<file path="config.mk">
export PLATFORM = sky130hd
export DESIGN_NAME = mem_arbiter
export DESIGN_NICKNAME = d
export VERILOG_FILES = /design/src/rtl/mem_arb_pkg.sv /design/src/rtl/mem_arbiter.sv
export SDC_FILE = /design/constraint.sdc
export NUM_CORES = 1
export LEC_CHECK = 0
export CAP_MARGIN = 25
export CORE_AREA = 2 2 107 109
export CTS_CLUSTER_DIAMETER = 100
export DETAILED_ROUTE_END_ITERATION = 6
export DIE_AREA = 0 0 109 111
export GPL_ROUTABILITY_DRIVEN = 0
export GPL_TIMING_DRIVEN = 1
export PLACE_DENSITY = 0.78
export REMOVE_ABC_BUFFERS = 1
export SLEW_MARGIN = 20
export SYNTH_ARGS = -nofsm -noshare
export SYNTH_HDL_FRONTEND = slang
export SYNTH_SLANG_ARGS = --single-unit
</file>
<file path="constraint.sdc">
create_clock -name clock -period 2.6 [get_ports clock]
set_input_delay 0.26 -clock clock [delete_from_list [all_inputs] [get_ports clock]]
set_output_delay 0.26 -clock clock [all_outputs]
set_load 0.02 [all_outputs]
</file>
<file path="src/rtl/mem_arb_pkg.sv">
// Shared types and helpers for the I-cache / D-cache memory-port arbiter.
// The line-base helper works on a wide word address so any ADDR_W up to 64 fits.
package mem_arb_pkg;

   typedef enum logic [1:0] {
      IDLE = 2'd0,
      BUSY = 2'd1,
      DONE = 2'd2
   } arb_state_t;

   typedef enum logic {
      OWN_IC = 1'b0,
      OWN_DC = 1'b1
   } arb_owner_t;

   localparam int MAX_ADDR_W = 64;

   // Clears the beat-select bits so the burst always starts at the line base.
   function automatic logic [MAX_ADDR_W-1:0] line_base(input logic [MAX_ADDR_W-1:0] addr,
                                                       input int unsigned          line_words);
      return addr & ~(MAX_ADDR_W'(line_words) - MAX_ADDR_W'(1));
   endfunction

endpackage

</file>
<file path="src/rtl/mem_arbiter.sv">
// Grants the single backing-memory word port to the I-cache or D-cache and
// sequences a LINE_WORDS-beat refill or writeback burst for the owner.
module mem_arbiter
   import mem_arb_pkg::*;
#(
   parameter int ADDR_W     = 32,
   parameter int DATA_W     = 32,
   parameter int LINE_WORDS = 4
) (
   input  logic              clock,
   input  logic              reset,
   input  logic              ic_req,
   input  logic [ADDR_W-1:0] ic_addr,
   output logic              ic_gnt,
   output logic              ic_rvalid,
   output logic [DATA_W-1:0] ic_rdata,
   output logic              ic_done,
   input  logic              dc_req,
   input  logic              dc_we,
   input  logic [ADDR_W-1:0] dc_addr,
   input  logic [DATA_W-1:0] dc_wdata,
   output logic              dc_gnt,
   output logic              dc_rvalid,
   output logic [DATA_W-1:0] dc_rdata,
   output logic              dc_done,
   output logic              dc_wready,
   output logic              mem_req,
   output logic              mem_we,
   output logic [ADDR_W-1:0] mem_addr,
   output logic [DATA_W-1:0] mem_wdata,
   input  logic              mem_valid,
   input  logic [DATA_W-1:0] mem_rdata,
   output arb_state_t        dbg_state_o
);

   localparam int                BEAT_W    = $clog2(LINE_WORDS);
   localparam logic [BEAT_W-1:0] LAST_BEAT = BEAT_W'(LINE_WORDS - 1);

   arb_state_t        state_q;
   arb_owner_t        owner_q;
   arb_owner_t        last_owner_q;
   logic [BEAT_W-1:0] beat_q;
   logic [ADDR_W-1:0] line_q;
   logic              we_q;

   arb_owner_t        owner_d;
   logic [ADDR_W-1:0] line_d;

   // Both pending: the requester served least recently wins.
   function automatic arb_owner_t pick_owner(input logic ic, input logic dc, input arb_owner_t last);
      if (ic && dc) begin
         return (last == OWN_IC) ? OWN_DC : OWN_IC;
      end else if (dc) begin
         return OWN_DC;
      end else begin
         return OWN_IC;
      end
   endfunction

   assign owner_d = pick_owner(ic_req, dc_req, last_owner_q);
   assign line_d  = ADDR_W'(line_base(MAX_ADDR_W'((owner_d == OWN_DC) ? dc_addr : ic_addr),
                                      LINE_WORDS));

   always_ff @(posedge clock or posedge reset) begin
      if (reset) begin
         state_q      <= IDLE;
         owner_q      <= OWN_IC;
         last_owner_q <= OWN_IC;
         beat_q       <= '0;
         line_q       <= '0;
         we_q         <= 1'b0;
      end else begin
         case (state_q)
            IDLE: begin
               if (ic_req || dc_req) begin
                  owner_q <= owner_d;
                  line_q  <= line_d;
                  we_q    <= (owner_d == OWN_DC) && dc_we;
                  beat_q  <= '0;
                  state_q <= BUSY;
               end
            end
            BUSY: begin
               if (mem_valid) begin
                  beat_q <= beat_q + BEAT_W'(1);
                  if (beat_q == LAST_BEAT) begin
                     state_q <= DONE;
                  end
               end
            end
            DONE: begin
               last_owner_q <= owner_q;
               state_q      <= IDLE;
            end
            default: state_q <= IDLE;
         endcase
      end
   end

   // Memory handshake: mem_req holds the beat's address/we until a one-cycle
   // mem_valid completes it; read data passes straight through to the owner.
   logic busy, done_st, own_dc, beat_ok;

   assign busy    = (state_q == BUSY);
   assign done_st = (state_q == DONE);
   assign own_dc  = (owner_q == OWN_DC);
   assign beat_ok = busy && mem_valid;

   assign ic_gnt    = (busy || done_st) && !own_dc;
   assign dc_gnt    = (busy || done_st) && own_dc;
   assign ic_rvalid = beat_ok && !we_q && !own_dc;
   assign dc_rvalid = beat_ok && !we_q && own_dc;
   assign ic_rdata  = ic_rvalid ? mem_rdata : '0;
   assign dc_rdata  = dc_rvalid ? mem_rdata : '0;
   assign ic_done   = done_st && !own_dc;
   assign dc_done   = done_st && own_dc;
   assign dc_wready = beat_ok && we_q;

   assign mem_req   = busy;
   assign mem_we    = busy && we_q;
   assign mem_addr  = busy ? (line_q | ADDR_W'(beat_q)) : '0;
   assign mem_wdata = (busy && we_q) ? dc_wdata : '0;

   assign dbg_state_o = state_q;

endmodule

</file>
==> impl_metrics.ini, run 1 <==
[sta]
fin_ws_ps = 150
final.setup_skew_ps = 7.23
hold_viol = 0
fmax_mhz = 408
period_minus_slack_ps = 2450
fin_setup_tns_ps = 0
fin_hold_ws_ps = 430
fin_crit_sh_pct = 94.2
rsz0062_at_grt = no
slew_viol_final = 0
setup-violations-final = 0
slew-limit-headroom_pct = 65.1
worstMarginPinSlew_ps = 523

[detailed_routing]
drt_wl_total_mm = 13.7
vias = 3521
first_pass_iters = 4
initialDrtViolationCount = 149
drtAntennaViolNets = 0
drc = 0
viasPerCell = 4.65
routedWlPerCell_um = 18.1

[clock_network]
h-tree-depth = 2
cts.reportedPaths.clkPinSlew_ps = 60
clock_path_buffers = 2
insertion_delay_ps = 280
cts_sinks = 37
cts_tree = built
postCtsSetupRepairBufs = 0
numCtsBuffers = 5
holdBufCountCts = 0
ctsRootBufferMaster = clkbuf_16

[place]
hpwl_mm = 10.7
dp_slack_ps = 193
port_buffers = 268
placed_cell_area_um2 = 5570

[global_routing]
grt_usage_pct = 20.9
grt_pass1_wl_mm = 19.3
grt_pass1_vias = 3467
antenna_found_initial = 2
overflow = 0
grt_max_degree = 38

[floorplan]
dieArea_um2 = 12100
chipHeight_um = 111
io_pins = 273
core-area_um2 = 11100
chipWidth_um = 109
rows = 39
start_util_pct = 24.4

[worst_setup_path]
cp.required_ps = 2340
rr_worst_depth = 6
cp_data_arrival_time_ps = 2190
end_kind = output port
cp-start-kind = flip-flop
cp_max_fo = 28
critical_path_class = reg -> out

[final_layout]
utilization_pct = 53.3
drive_gt1_share_pct = 4.57
nets = 751
syn_to_final_growth_pct = 119
final_cell_area_um2 = 5910

[pwr]
leakagePower_nw = 3.51
peakVddDrop_mv = 0.539
power_frac_comb_pct = 70.4
powerDensity_nw_per_um2 = 1000
sw_frac_of_total_pct = 44.2
seqPwrFrac_pct = 17.7
intPower_mw = 3.30
p_clk_share_pct = 12.0
p_sw_mw = 2.61

[synth]
synth_top_area_share_pct = 34.3
syn_avg_cell_area_um2 = 7.66
ys_seq_elements = 37
syn_inst = 353
synthTopCellsByCount = and2_1 (99), a21oi_1 (60), dfrtp_1 (37)
synthArstFlopShare_pct = 100
synth_cell_types = 26
syn_area_um2 = 2700
synth_ff_type = dfrtp_1
synth_edf_count = 0
synthTopCellsByArea = dfrtp_1 (34%), and2_1 (23%), a21oi_1 (11%), and3_1 (7.6%), nand2_1 (4.4%)
post-synth-top-area-cell = dfrtp_1
ys_seq_area_share_pct = 34.3
yosys_warnings = 0
synth.most_common_cell = and2_1

[hold_path]
hp-class = in -> async

[job]
cap_violations = 0

[outcome]
status = completed
## layout make-up
cell class              instances  area, um^2
clock inverters                 1        30.0
diodes                          2        5.00
well taps                     143         179
multi-input cells             283        1640
flip-flops and latches         37         926
repair buffers                281        2970
clock buffers                   7         143
fillers                      1003        5170
inverters                       4        15.0
## layer usage
metal | global-route usage (%) | share of wire (%)
met1 | 23.7 | 37
met2 | 35.2 | 49
met3 | 7.82 | 11
met4 | 7.69 | 2.5
met5 | 0 | 0
## final timing paths
kind	start	to	slack [ps]
setup / recovery	dbg_state_o[1]$_DFFE_PP0P_	mem_wdata[11]	150
hold / removal	reset	line_q[30]$_DFFE_PP0P_	430
setup reg to reg	dbg_state_o[1]$_DFFE_PP0P_	beat_q[0]$_DFFE_PP0P_	560
hold reg to reg	line_q[17]$_DFFE_PP0P_	line_q[17]$_DFFE_PP0P_	520
max in group asynchronous	reset	line_q[28]$_DFFE_PP0P_	1830
min in group clock	ic_addr[23]	line_q[23]$_DFFE_PP0P_	520
## metrics by stage
stage | power, mW | cells
2_1_floorplan | 3.15 | 324
3_3_place_gp | 5.15 | 748
3_5_place_dp | 5.23 | 748
4_1_cts | 5.99 | 756
5_1_grt | 6.29 | 758
6_report | 5.91 | 758
## state kept, by name (all words and copies together), names as in the netlist
signal / flops
beat_q: 2
dbg_state_o: 2
last_owner_q: 1
line_q: 30
own_dc: 1
we_q: 1
## critical path, stage by stage (launching register included)
cell	delay (ps)
dfrtp_1	410
inv_1	150
ha_4	310
buf_4	240
and3_1	180
clkdlybuf4s50_1	620
## cell usage in the layout (no fill, tap or decap), types with 3 or more instances in the layout
master | synthesis | final
dfrtp_1 | 37 | 37
buf_4 | 3 | 9
inv_1 | 4 | 4
and3_1 | 33 | 33
a21oi_1 | 60 | 60
clkdlybuf4s50_1 | 0 | 204
nor2_1 | 32 | 32
dlymetal6s2s_1 | 0 | 61
buf_12 | 0 | 3
nor2b_1 | 5 | 5
and2_1 | 99 | 99
clkbuf_16 | 0 | 5
dlygate4sd2_1 | 0 | 3
nand2_1 | 32 | 32
ha_1 | 5 | 4
## logic make-up after synthesis
kind of cell | after synthesis | synth area share (%)
and+or+nand+nor | 207 | 42.7
AOI/OAI and AO/OA | 68 | 13.8
DFF | 37 | 34.3
buffers and inverters | 33 | 5.69
adders and majority gates | 5 | 2.31
muxes | 3 | 1.20
## what timing repair did
item,in CTS,in global routing
pin swaps,0,1
endpoints found under the setup margin,26,76
resized for setup,4,62
## power groups by stage
stage / Clock (mW) / Combinational [mW] / Sequential (mW)
2_1_floorplan: 0 / 2.11 / 1.04
5_1_grt: 0.747 / 4.45 / 1.08
3_5_place_dp: 0 / 4.17 / 1.05
6_report: 0.707 / 4.16 / 1.04
4_1_cts: 0.729 / 4.22 / 1.05
3_3_place_gp: 0 / 4.12 / 1.04
Note: power is estimated with default switching activity, not from simulation.
==> run 2: changes to the inputs <==
CAP_MARGIN = not set   (was 25)
clock period = 2.7 ns   (was 2.6 ns; I/O delays follow)
==> impl_metrics.ini, run 2 (synthesis results as in run 1) <==
[outcome]
status = completed

[worst_setup_path]
critical_path_class = reg -> out
slowest_stage = clkdlybuf4s50_1
cp_data_arrival_time_ps = 2280
max_stage_delay_ps = 620
cp_max_fo = 33
end_kind = output port
cp-start-kind = flip-flop
cp_cell_sequence = inv_1 -> ha_2 -> nand2_1 -> nor3b_2 -> buf_12 -> clkdlybuf4s50_1
cp.required_ps = 2430

[pwr]
powerDensity_nw_per_um2 = 962
power_mw = 5.67
peakVddDrop_mv = 0.551
leakagePower_nw = 3.51

[global_routing]
overflow = 0
grt_usage_pct = 21.3
grt_pass1_wl_mm = 19.7
grt_pass1_vias = 3588
antenna_found_initial = 3
grt_max_degree = 38

[detailed_routing]
drc = 0
drt_wl_total_mm = 13.8
viasPerCell = 4.64
vias = 3510
first_pass_iters = 4
drtAntennaViolNets = 0
routedWlPerCell_um = 18.2
initialDrtViolationCount = 218

[floorplan]
io_pins = 273
core-area_um2 = 11100
start_util_pct = 24.4
chipWidth_um = 109
dieArea_um2 = 12100
chipHeight_um = 111
rows = 39

[place]
placed_cells = 747
hpwl_mm = 10.8
port_buffers = 268

[clock_network]
holdBufCountCts = 0
cts.reportedPaths.clkPinSlew_ps = 60
numCtsBuffers = 5
cts_sinks = 37
insertion_delay_ps = 280
h-tree-depth = 2
clock_path_buffers = 2
ctsRootBufferMaster = clkbuf_16
cts_tree = built

[sta]
slew_viol_final = 0
setup-violations-final = 0
final.setup_skew_ps = 8.57
fin_setup_tns_ps = 0
fin_crit_sh_pct = 94.3
period_minus_slack_ps = 2550
rsz0062_at_grt = no
slew-limit-headroom_pct = 66.0
hold_viol = 0
fmax_mhz = 393
worstMarginPinSlew_ps = 510
fin_hold_ws_ps = 420

[final_layout]
drive_gt1_share_pct = 4.58
nets = 750
fin_cells = 757
largest_reg_flops = 30
final_common_cell = clkdlybuf4s50_1
syn_to_final_growth_pct = 118
largest-register = line_q
utilization_pct = 53.2
final_cell_mix = clkdlybuf4s50_1 (204), and2_1 (99), dlymetal6s2s_1 (62), a21oi_1 (60), dfrtp_1 (37)

[job]
cap_violations = 0

[hold_path]
hp-class = in -> async
run 2: cell types whose count changed in the layout (fill, tap and decap cells not counted), sizes merged:
cell	delta
buf	-1
dlygate4sd2	-1
dlymetal6s2s	+1
run 2: layer usage:
layer | global-route usage [%] | share of wire, % | vias up | wire length (um)
li1 | - | - | 1670 | -
met1 | 24.4 | 38 | 1630 | 5210
met4 | 8.38 | 3.5 | 2 | 485
met5 | 0 | 0.094 | - | 13
met3 | 8.00 | 11 | 22 | 1500
met2 | 35.3 | 48 | 186 | 6560
run 2: worst max-delay path: cells and delay by family (launching register included):
kind	cells	cell delay (ps)
buffers and inverters	3	960
flip-flops	1	410
AND/OR/NAND/NOR	2	370
adder cells (fa/ha/maj)	1	260
run 2: per-stage QoR:
| stage | instance area, um^2 | setup slack [ps] |
|---|---|---|
| floorplan | 2560 | 87.0 |
| global placement | 5550 | 323 |
| detailed placement | 5550 | 258 |
| CTS | 5720 | 9.30 |
| global route | 5890 | 31.7 |
| finish | 5890 | 153 |
run 2: final timing paths:
check	start	slack (ps)	cells after the start	endpoint
worst max-delay path	dbg_state_o[1]$_DFFE_PP0P_	150	6	dc_rvalid
worst min-delay path	reset	420	3	line_q[30]$_DFFE_PP0P_
worst max register to register	dbg_state_o[1]$_DFFE_PP0P_	600	6	beat_q[0]$_DFFE_PP0P_
worst min register to register	line_q[20]$_DFFE_PP0P_	520	2	line_q[20]$_DFFE_PP0P_
max in group asynchronous	reset	1920	3	last_owner_q$_DFFE_PP0N_
min in group clock	line_q[20]$_DFFE_PP0P_	520	2	line_q[20]$_DFFE_PP0P_
run 2: layout make-up:
type	count	area, um^2
Fill cell	1001	5180
Sequential cell	37	926
Timing Repair Buffer	280	2950
Clock buffer	7	143
Inverter	4	15.0
Tap cell	143	179
Multi-Input combinational cell	283	1640
Clock inverter	1	30.0
Antenna cell	2	5.00
run 2: where the power goes:
group	internal, mW	leakage [nW]	switching, mW	total (mW)
registers	0.837	0.424	0.173	1.01
clock network	0.461	0.0841	0.217	0.678
logic	1.86	3.01	2.12	3.98
total	3.16	3.51	2.51	5.67
run 2: what timing repair did:
item	in CTS	in global routing
gates resized for setup	3	64
setup buffers	0	0
endpoints found under the setup margin	17	89
==> run 3: changes to the inputs <==
GPL_TIMING_DRIVEN = not set   (was 1)
==> results of run 3 <==
Same layout as run 2: the final DEF is identical, and so are final timing and power.
